## src/rtl/serial_to_par8.sv

```systemverilog
// Serial-to-parallel byte recovery: finds comma alignment in a 1-bit MSB-first
// stream, confirms it over LOCK_COUNT aligned commas, then emits one byte per 8 bits.
`timescale 1ns/1ps
module serial_to_par8 #(
  parameter logic [7:0]  COMMA      = 8'hBC,
  parameter int unsigned LOCK_COUNT = 4
) (
  input  logic       clk_32f,
  input  logic       reset,
  input  logic       data_in,
  output logic [7:0] data_out,
  output logic       valid_out,
  output logic       active
);

  localparam int unsigned BCW = ($clog2(LOCK_COUNT + 1) < 1) ? 1 : $clog2(LOCK_COUNT + 1);
  localparam logic [BCW-1:0] LOCK_TARGET = BCW'(LOCK_COUNT);

  typedef enum logic [1:0] {
    SEARCH,
    LOCKING,
    ACTIVE
  } state_t;

  state_t         state, state_next;
  logic [7:0]     shift, shift_next;
  logic [2:0]     bit_cnt, bit_cnt_next;
  logic [BCW-1:0] bc_cnt, bc_cnt_next, bc_inc;
  logic [7:0]     data_next;
  logic           valid_next;
  logic           comma_hit;
  logic           boundary;

  assign shift_next = {shift[6:0], data_in};
  assign comma_hit  = (shift_next == COMMA);
  assign boundary   = (bit_cnt == 3'd7);
  assign bc_inc     = bc_cnt + BCW'(1);

  always_comb begin
    state_next   = state;
    bit_cnt_next = bit_cnt + 3'd1;
    bc_cnt_next  = bc_cnt;
    data_next    = data_out;
    valid_next   = valid_out;
    unique case (state)
      SEARCH: begin
        bit_cnt_next = '0;
        if (comma_hit) begin
          bc_cnt_next = BCW'(1);
          state_next  = (LOCK_TARGET <= BCW'(1)) ? ACTIVE : LOCKING;
        end
      end
      LOCKING: begin
        // Only aligned positions count; a mid-byte comma is ignored here.
        if (boundary) begin
          if (comma_hit) begin
            bc_cnt_next = bc_inc;
            if (bc_inc == LOCK_TARGET) state_next = ACTIVE;
          end else begin
            state_next   = SEARCH;
            bc_cnt_next  = '0;
            bit_cnt_next = '0;
          end
        end
      end
      ACTIVE: begin
        if (boundary) begin
          data_next  = shift_next;
          valid_next = !comma_hit;
        end
      end
      default: begin
        state_next   = SEARCH;
        bit_cnt_next = '0;
        bc_cnt_next  = '0;
      end
    endcase
  end

  always_ff @(posedge clk_32f or posedge reset) begin
    if (reset) begin
      state     <= SEARCH;
      shift     <= '0;
      bit_cnt   <= '0;
      bc_cnt    <= '0;
      data_out  <= '0;
      valid_out <= 1'b0;
      active    <= 1'b0;
    end else begin
      state     <= state_next;
      shift     <= shift_next;
      bit_cnt   <= bit_cnt_next;
      bc_cnt    <= bc_cnt_next;
      data_out  <= data_next;
      valid_out <= valid_next;
      active    <= (state_next == ACTIVE);
    end
  end

endmodule

```

## config.mk

```make
export PLATFORM = sky130hd
export DESIGN_NAME = serial_to_par8
export DESIGN_NICKNAME = d
export VERILOG_FILES = /design/src/rtl/serial_to_par8.sv
export SDC_FILE = /design/constraint.sdc
export NUM_CORES = 1
export LEC_CHECK = 0
export CORE_UTILIZATION = 50
export CTS_BUF_LIST = sky130_fd_sc_hd__clkbuf_2
export DETAILED_ROUTE_END_ITERATION = 7
export PLACE_DENSITY = 0.73
export SKIP_LAST_GASP = 1
export SYNTH_ARGS = -nofsm -noshare
export SYNTH_HDL_FRONTEND = slang
export SYNTH_SLANG_ARGS = --single-unit
```

## constraint.sdc

```tcl
create_clock -name clk_32f -period 4.7 [get_ports clk_32f]
set_input_delay 0.94 -clock clk_32f [delete_from_list [all_inputs] [get_ports clk_32f]]
set_output_delay 0.94 -clock clk_32f [all_outputs]
set_load 0.05 [all_outputs]
```

# Word level (Yosys, flattened, before mapping)
# Cells that the tools add are included.
# op_classes
addsub,2
n_mul,0
div_mod_pow,0
order_cmp,0
eq_ne,8
shift,0
n_mux,12
bitwise_logic,1
n_reduce_logical,4
# op_table
cell,n
3-bit two-way mux,5
3-bit case mux with 3 select lines,1
"8-bit == test, second input constant",1
2-bit two-way mux,4
"3-bit by 1-bit adder with 3-bit output, second input constant",2
"3-bit == test, second input constant",2
2-bit case mux with 3 select lines,1
3-bit case mux with 2 select lines,1
"2-bit == test, second input constant",2
"2-bit inequality test, second input constant",2
3-bit AND reduction,1
"2-bit by 1-bit == test with 1-bit output, second input constant",1
2-bit logical NOT,1
2-bit AND reduction,1
1-bit logical NOT,1
1-bit inverter,1
# totals
regBits,25
latchBits,0
ramBits,0
rom_bits,0
inputBits,3
output_inout_bits,10
wordCells,34
memories,0

# Depth between registers and ports, before layout
# Gate-level depths: netlist (run 1).
# depth
ltp_word,7
depth_mapped,6
mapped_depth_nobuf,6

# Worst setup path before layout (run 1)
# OpenSTA, ideal clock, no wires.
# synth_path
path_kind,in2reg
startpoint,input port data_in
endpoint,register state[0]
setup_time_ps,73
t_arrival_ps,1749
t_required_ps,4627
path_slack_ps,2878
path_stages,4
path_buffers,0
cell_sequence,nor4b_4 > a311oi_1 > o32ai_2 > nor2b_1
# synth_via
elab_chain_cells,4
elab_cells_between_ends,5
cone_classes,eq/ne (1); mux (4)
# synth_lines
item,line_no,text
from (decl),10,"input logic data_in,"
8-bit == test *,35,assign comma_hit = (shift_next == COMMA);
2-bit two-way mux,56,if (comma_hit) begin
2-bit two-way mux,55,if (boundary) begin
2-bit case mux with 3 select lines *,45,unique case (state)
named net state_next[0],25,"state_t state, state_next;"
to (signal assigned),90,state <= state_next;
to (decl),25,
# Mark *: on every way through the listed nets, which the timed path passes. The rest lies on a longest branch.
# A chain may end at the register's enable or synchronous reset.

# Worst setup path after layout (run 1)
# layout_path
startpoint,register data_out[1]
endpoint,output port data_out[1]
# layout_rtl
item,line_no,text
from (decl),11,"output logic [7:0] data_out,"
from (signal assigned),94,data_out <= data_next;
# No word-level cell between the ends.

==> results of run 1 <==
-- routing by layer --
metal / up-vias / share of wire / global-route usage
met3: 2 / 0.032 / 0.05607
met2: 11 / 0.48 / 0.3079
li1: 334 / - / -
met5: - / 0 / 0
met4: 0 / 0.0072 / 0.04412
met1: 333 / 0.48 / 0.2037
-- cell type report --
class / count / area, um^2 / share of cell area
tap: 27 / 33.78 / 0.02647
inverter: 7 / 26.28 / 0.02059
multi-input combinational: 54 / 450.4 / 0.3529
sequential: 25 / 625.6 / 0.4902
clock buffer: 4 / 20.02 / 0.01569
timing repair buffer: 12 / 120.1 / 0.09412
-- how the worst max path moves through the flow --
stage                           start     endpoint  slack (ns)
final                     data_out[1]  data_out[1]        2.22
after global routing      data_out[0]  data_out[0]        2.15
after CTS                 data_out[1]  data_out[1]        2.19
after detailed placement      data_in       active        2.26
after global placement        data_in       active        2.31
after floorplan               data_in     state[0]        2.88
-- layout by cell type, fill, tap and decap left out, drive strengths merged, types with 2 or more instances in the layout --
master         instances
nor2                   5
nor2b                  2
nand2b                 2
a21oi                  3
clkbuf                 4
nand2                  4
clkdlybuf4s50         12
inv                    7
o21ai                  5
mux2                   8
ha                     9
and4                   2
dfrtp                 25
-- flip-flops by register name (all words and copies together) (netlist names) --
signal,flops
valid_out,1
bc_cnt,3
shift,7
state,2
data_out,8
bit_cnt,3
active,1
-- per-stage QoR --
stage | cells | util | setup WS (ns) | area, um^2
floorplan | 86 | - | 2.878 | 1102
detailed placement | 125 | 0.6213 | 2.265 | 1256
finish | 129 | 0.6312 | 2.221 | 1276
CTS | 129 | 0.6312 | 2.194 | 1276
global route | 129 | 0.6312 | 2.155 | 1276
global placement | 125 | 0.6213 | 2.313 | 1256
-- cells by family after synthesis --
kind of cell,share of synthesized area
buf+inv,0.02384
flops,0.5675
fa+ha+maj,0.1022
simple gates,0.1146
xor+xnor,0.007947
mux,0.08173
compound gates,0.1022
-- where the power goes --
part,total [mW],internal [mW],switching (mW)
combinational,0.0536,0.0212,0.0324
clock,0.0793,0.0225,0.0568
sequential,0.232,0.223,0.00911
==> reports/results.tsv, run 1 <==
stage	metric	value	unit
route	avg_vias_per_cell	5.271	
logic_synthesis	edff_count_synth	0	
route	route.detailed.wl_per_inst	14.04	um
finish	final_net_count	115	
place	place.port_buffers	12	
cts	clk_pin_slew_worst_paths	0.21	ns
hold_path	hold_path_class	register to register	
route	detail-route-antenna-nets	0	
logic_synthesis	ys_top_cells_by_count	sky130_fd_sc_hd__dfrtp_1 (25), sky130_fd_sc_hd__ha_1 (9), sky130_fd_sc_hd__mux2_2 (8)	
die	die_height	48.96	um
worst_setup_path	rr_worst_depth	6	
worst_setup_path	required	3.76	ns
worst_setup_path	cp_slowest_stage_delay	0.80	ns
route	finalWirelength	1811	um
worst_setup_path	timing.critical_path.from_type	register	
worst_setup_path	crit-reg2reg-capture	active	
die	start_util	0.5452	
timing	report.final.hold_viol_count	0	
logic_synthesis	syn_nets	98	
cts	worst_skew_pair.late_latency	0.33	ns
logic_synthesis	synth_cells	86	
finish	antennaDiodeCount	0	
finish	flow.area_growth_from_synthesis	15.78	%
outcome	run_status	complete, no violations	
power_and_ir_drop	power.total	0.3652	mW
place	dp.final_hpwl	1313	um
timing	final_min_period_over_clock_period	0.5275	
timing	max_freq	403.4	MHz
power_and_ir_drop	static_power_due_to_leakage	0.6147	nW
finish	drive_above_1_share	0.1471	
logic_synthesis	syn_area_per_cell	12.82	um^2
logic_synthesis	synthFlopType	sky130_fd_sc_hd__dfrtp_1	
worst_setup_path	worstPathBufferInverterCount	1	
route	route.detailed.drc	0	
route	detail_route.iter0.violations	7	
die	die_x	48.96	um
hold_path	hold-path-cell-count	0	
power_and_ir_drop	ir_worst_vdd	240.3	uV
cts	clock_tree.htree_level_count	1	
global_route	grt_first_pass_wirelength	3029	um
die	core.rowCount	16	
worst_setup_path	rr_startpoint	state[1]	
cts	post_cts.repair.setup_buffers	0	
cts	clock_tree.buffer_depth	2	
timing	worst-slew-pin-transition	0.8833	ns
logic_synthesis	netlist.top_cell.by_area	sky130_fd_sc_hd__dfrtp_1	
global_route	maximum_number_of_pins_on_one_net_before_global_route_repair	26	
worst_setup_path	worst-path-max-fanout	2	
cts	cts-root-buf	sky130_fd_sc_hd__clkbuf_2	
logic_synthesis	postSynthRegisterBits	25	
global_route	global_route.overflow_total	0	
logic_synthesis	post_synth_main_area_contributors	sky130_fd_sc_hd__dfrtp_1 (57%), sky130_fd_sc_hd__ha_1 (10%), sky130_fd_sc_hd__mux2_2 (8.2%)	
cts	cts_buffers	3	
route	num_vias	680	
worst_setup_path	critical_path_depth	1	
die	pin_count	13	
timing	fin_crit	2.479	ns
worst_setup_path	internal_reg_to_reg_setup_slack	2.87	ns
worst_setup_path	critPathArrivalTime	1.54	ns
logic_synthesis	ys_seq_area_frac	0.5675	
logic_synthesis	synth_top_cell_area_share	0.5675	
hold_path	startpoint_of_the_most_critical_hold_path	shift[3]	
timing	report.final.setup_viol	0	
worst_setup_path	timing.setup.critical_path_class	register to primary output	
place	place.gp.congestion	0.8116	
cts	cts_tree	built	
hold_path	min_delay_worst_endpoint	shift[4]	
timing	setup_repair_after_global_routing_missed_its_margin	no	
route	drt-pass1-iter-count	4	
timing	hold_ws	0.4224	ns
global_route	globalRouteTotalUtil	0.1744	
logic_synthesis	synth-warning-count	0	
logic_synthesis	synth_cell_type_count	26	
timing	max-slew-margin-rel	0.4105	
logic_synthesis	synthesized_area	0.001102	mm^2
flow_run	maxCapViolations	0	
cts	tritoncts_num_sinks	25	
finish	layout.filler_cells	158	
worst_setup_path	critical_path.slowest_cell	sky130_fd_sc_hd__clkdlybuf4s50_1	
worst_setup_path	timing.critical_path.to_type	primary output	
timing	final_slew_violations	0	
worst_setup_path	timing.critical_path.cells	clkdlybuf4s50_1	
global_route	number_of_global_route_vias_before_repair	673	
die	die_area	0.002397	mm^2
power_and_ir_drop	powerDensity	286.1	mW/mm^2
cts	cts.repair.resized	0	
timing	setup_tns	0	ns
timing	timing.clock.skew	0.01549	ns
worst_setup_path	crit_family	buffers and inverters	
logic_synthesis	async_flop_share	1.000	
die	design.core.area	0.002022	mm^2
logic_synthesis	synthMostInstantiatedCell	sky130_fd_sc_hd__dfrtp_1	
cts	cts_hold_buf	0	
global_route	antenna_found_initial	0	
No activity file was read; power rests on OpenSTA's default activity.
==> run 2: changes to the inputs <==
PLACE_DENSITY = 0.75   (was 0.73)
clock period = 2.15 ns   (was 4.7 ns; I/O delays follow)
==> reports/results.tsv, run 2 (synthesis results as in run 1) <==
stage	metric	value	unit
finish	flip_flop_count_of_the_largest_register_after_layout	8	
worst_setup_path	worstPathBufferInverterCount	1	
worst_setup_path	cp_slowest_stage_delay	0.80	ns
power_and_ir_drop	p_comb_frac	0.151	
global_route	number_of_global_route_vias_before_repair	649	
die	start_util	0.5452	
finish	final_net_count	116	
route	detail-route-antenna-nets	0	
timing	worst-slew-pin-transition	0.4956	ns
finish	fin_util	0.6349	
timing	report.final.setup_viol	0	
finish	finalInstanceArea	0.001284	mm^2
timing	max-slew-margin-rel	0.6686	
timing	timing.clock.skew	0.01650	ns
worst_setup_path	required	1.72	ns
place	place.gp.congestion	0.8109	
route	num_vias	681	
global_route	global_route.overflow_total	0	
finish	most-common-layout-cells	sky130_fd_sc_hd__dfrtp_1 (25), sky130_fd_sc_hd__clkdlybuf4s50_1 (12), sky130_fd_sc_hd__ha_1 (9)	
cts	worst_skew_pair.late_latency	0.34	ns
die	die_x	48.96	um
global_route	globalRouteTotalUtil	0.1599	
timing	fin_crit	1.991	ns
worst_setup_path	crit_family	buffers and inverters	
worst_setup_path	critical_path.slowest_cell	sky130_fd_sc_hd__clkdlybuf4s50_1	
place	place.port_buffers	12	
finish	biggestRegsByFlops	data_out (8), shift (7)	
cts	post_cts.repair.setup_buffers	0	
finish	mostFrequentLayoutCell	sky130_fd_sc_hd__dfrtp_1	
power_and_ir_drop	static_power_due_to_leakage	0.6193	nW
timing	setup_ws	0.1593	ns
global_route	maximum_number_of_pins_on_one_net_before_global_route_repair	26	
power_and_ir_drop	switching_power	0.2267	mW
worst_setup_path	timing.critical_path.from_type	register	
hold_path	hold_path_class	input port to asynchronous set/reset pin	
power_and_ir_drop	p_sw_frac	0.2818	
route	avg_vias_per_cell	5.238	
power_and_ir_drop	seq_power_share	0.628	
cts	clk_pin_slew_worst_paths	0.23	ns
timing	max_freq	502.3	MHz
power_and_ir_drop	p_int	0.5776	mW
power_and_ir_drop	ir_worst_vdd	495.7	uV
timing	report.final.hold_viol_count	0	
cts	cts_hold_buf	0	
finish	flow.area_growth_from_synthesis	16.46	%
finish	max_flop_register	data_out	
die	pin_count	13	
route	finalWirelength	1706	um
place	dpl-instance-area	0.001264	mm^2
route	route.detailed.wl_per_inst	13.12	um
route	route.detailed.drc	0	
worst_setup_path	timing.critical_path.to_type	primary output	
worst_setup_path	timing.critical_path.cells	clkdlybuf4s50_1	
cts	cts_tree	built	
worst_setup_path	critPathArrivalTime	1.56	ns
finish	antennaDiodeCount	0	
worst_setup_path	worst-path-max-fanout	2	
cts	tritoncts_num_sinks	25	
cts	cts.repair.resized	0	
cts	clock_tree.buffer_depth	2	
die	design.core.area	0.002022	mm^2
outcome	run_status	complete, no violations	
route	drt-pass1-iter-count	4	
cts	clock_tree.htree_level_count	1	
place	preCtsSetupSlack	0.1974	ns
cts	cts-root-buf	sky130_fd_sc_hd__clkbuf_2	
place	dp.final_hpwl	1277	um
finish	drive_above_1_share	0.1553	
timing	setup_tns	0	ns
global_route	antenna_found_initial	0	
die	core.rowCount	16	
power_and_ir_drop	clockPowerShare	0.222	
route	detail_route.iter0.violations	13	
die	die_area	0.002397	mm^2
timing	setup_repair_after_global_routing_missed_its_margin	no	
power_and_ir_drop	powerDensity	626.5	mW/mm^2
global_route	grt_first_pass_wirelength	2980	um
timing	final_min_period_over_clock_period	0.9259	
flow_run	maxCapViolations	0	
cts	cts_buffers	3	
die	die_height	48.96	um
timing	final_slew_violations	0	
worst_setup_path	timing.setup.critical_path_class	register to primary output	
==> run 2: cell count changes in the layout (fill, tap and decap cells not counted), sizes merged <==
cell    before  now
buf          0    1
clkbuf       4    3
clkinv       0    1
==> run 2: final timing paths <==
path / startpoint / end / slack (ns) / cells after the start
setup / recovery: valid_out / valid_out / 0.16 / 1
min in group clk_32f: shift[2] / shift[3] / 0.42 / 0
setup reg to reg: state[1] / active / 0.28 / 6
max in group asynchronous: reset / bc_cnt[1] / 1.52 / 3
hold reg to reg: shift[2] / shift[3] / 0.42 / 0
hold / removal: reset / state[1] / 0.38 / 3
==> run 2: metrics by stage <==
step / cells / power (mW) / hold slack (ns)
after floorplan: 86 / 0.5993 / 0.3631
after detailed placement: 126 / 0.6321 / 0.3793
after global placement: 126 / 0.6285 / 0.3772
after global routing: 130 / 0.8512 / 0.3930
final: 130 / 0.8043 / 0.3828
after CTS: 130 / 0.8064 / 0.4076
==> run 2: power by group through the flow <==
stage | clock [mW] | sequential (mW) | combinational [mW]
floorplan | 0 | 0.512 | 0.0868
global placement | 0 | 0.514 | 0.115
detailed placement | 0 | 0.514 | 0.118
CTS | 0.181 | 0.506 | 0.120
global route | 0.203 | 0.510 | 0.139
finish | 0.178 | 0.505 | 0.121
==> run 2: final cells by class <==
type,instances,area (um^2)
repair buffers,13,127.6
well taps,27,33.78
fillers,163,738.2
clock inverters,1,5.005
inverters,7,26.28
multi-input cells,54,450.4
flip-flops and latches,25,625.6
clock buffers,3,15.01
==> run 2: routing by layer <==
layer / track usage / up-vias / part of all wire
met5: 0 / - / 0
met4: 0.04412 / 0 / 0.0082
met3: 0.01869 / 4 / 0.029
met2: 0.2523 / 10 / 0.46
met1: 0.2340 / 331 / 0.50
li1: - / 336 / -
==> run 2: worst reg2reg max path, cell delays in order (launching register included) <==
cell and delay, ns:
sky130_fd_sc_hd__dfrtp_1 0.47, sky130_fd_sc_hd__inv_1 0.10, sky130_fd_sc_hd__ha_1 0.27, sky130_fd_sc_hd__nor2b_1 0.19
sky130_fd_sc_hd__a311oi_1 0.42, sky130_fd_sc_hd__o32ai_2 0.16, sky130_fd_sc_hd__a211oi_1 0.18
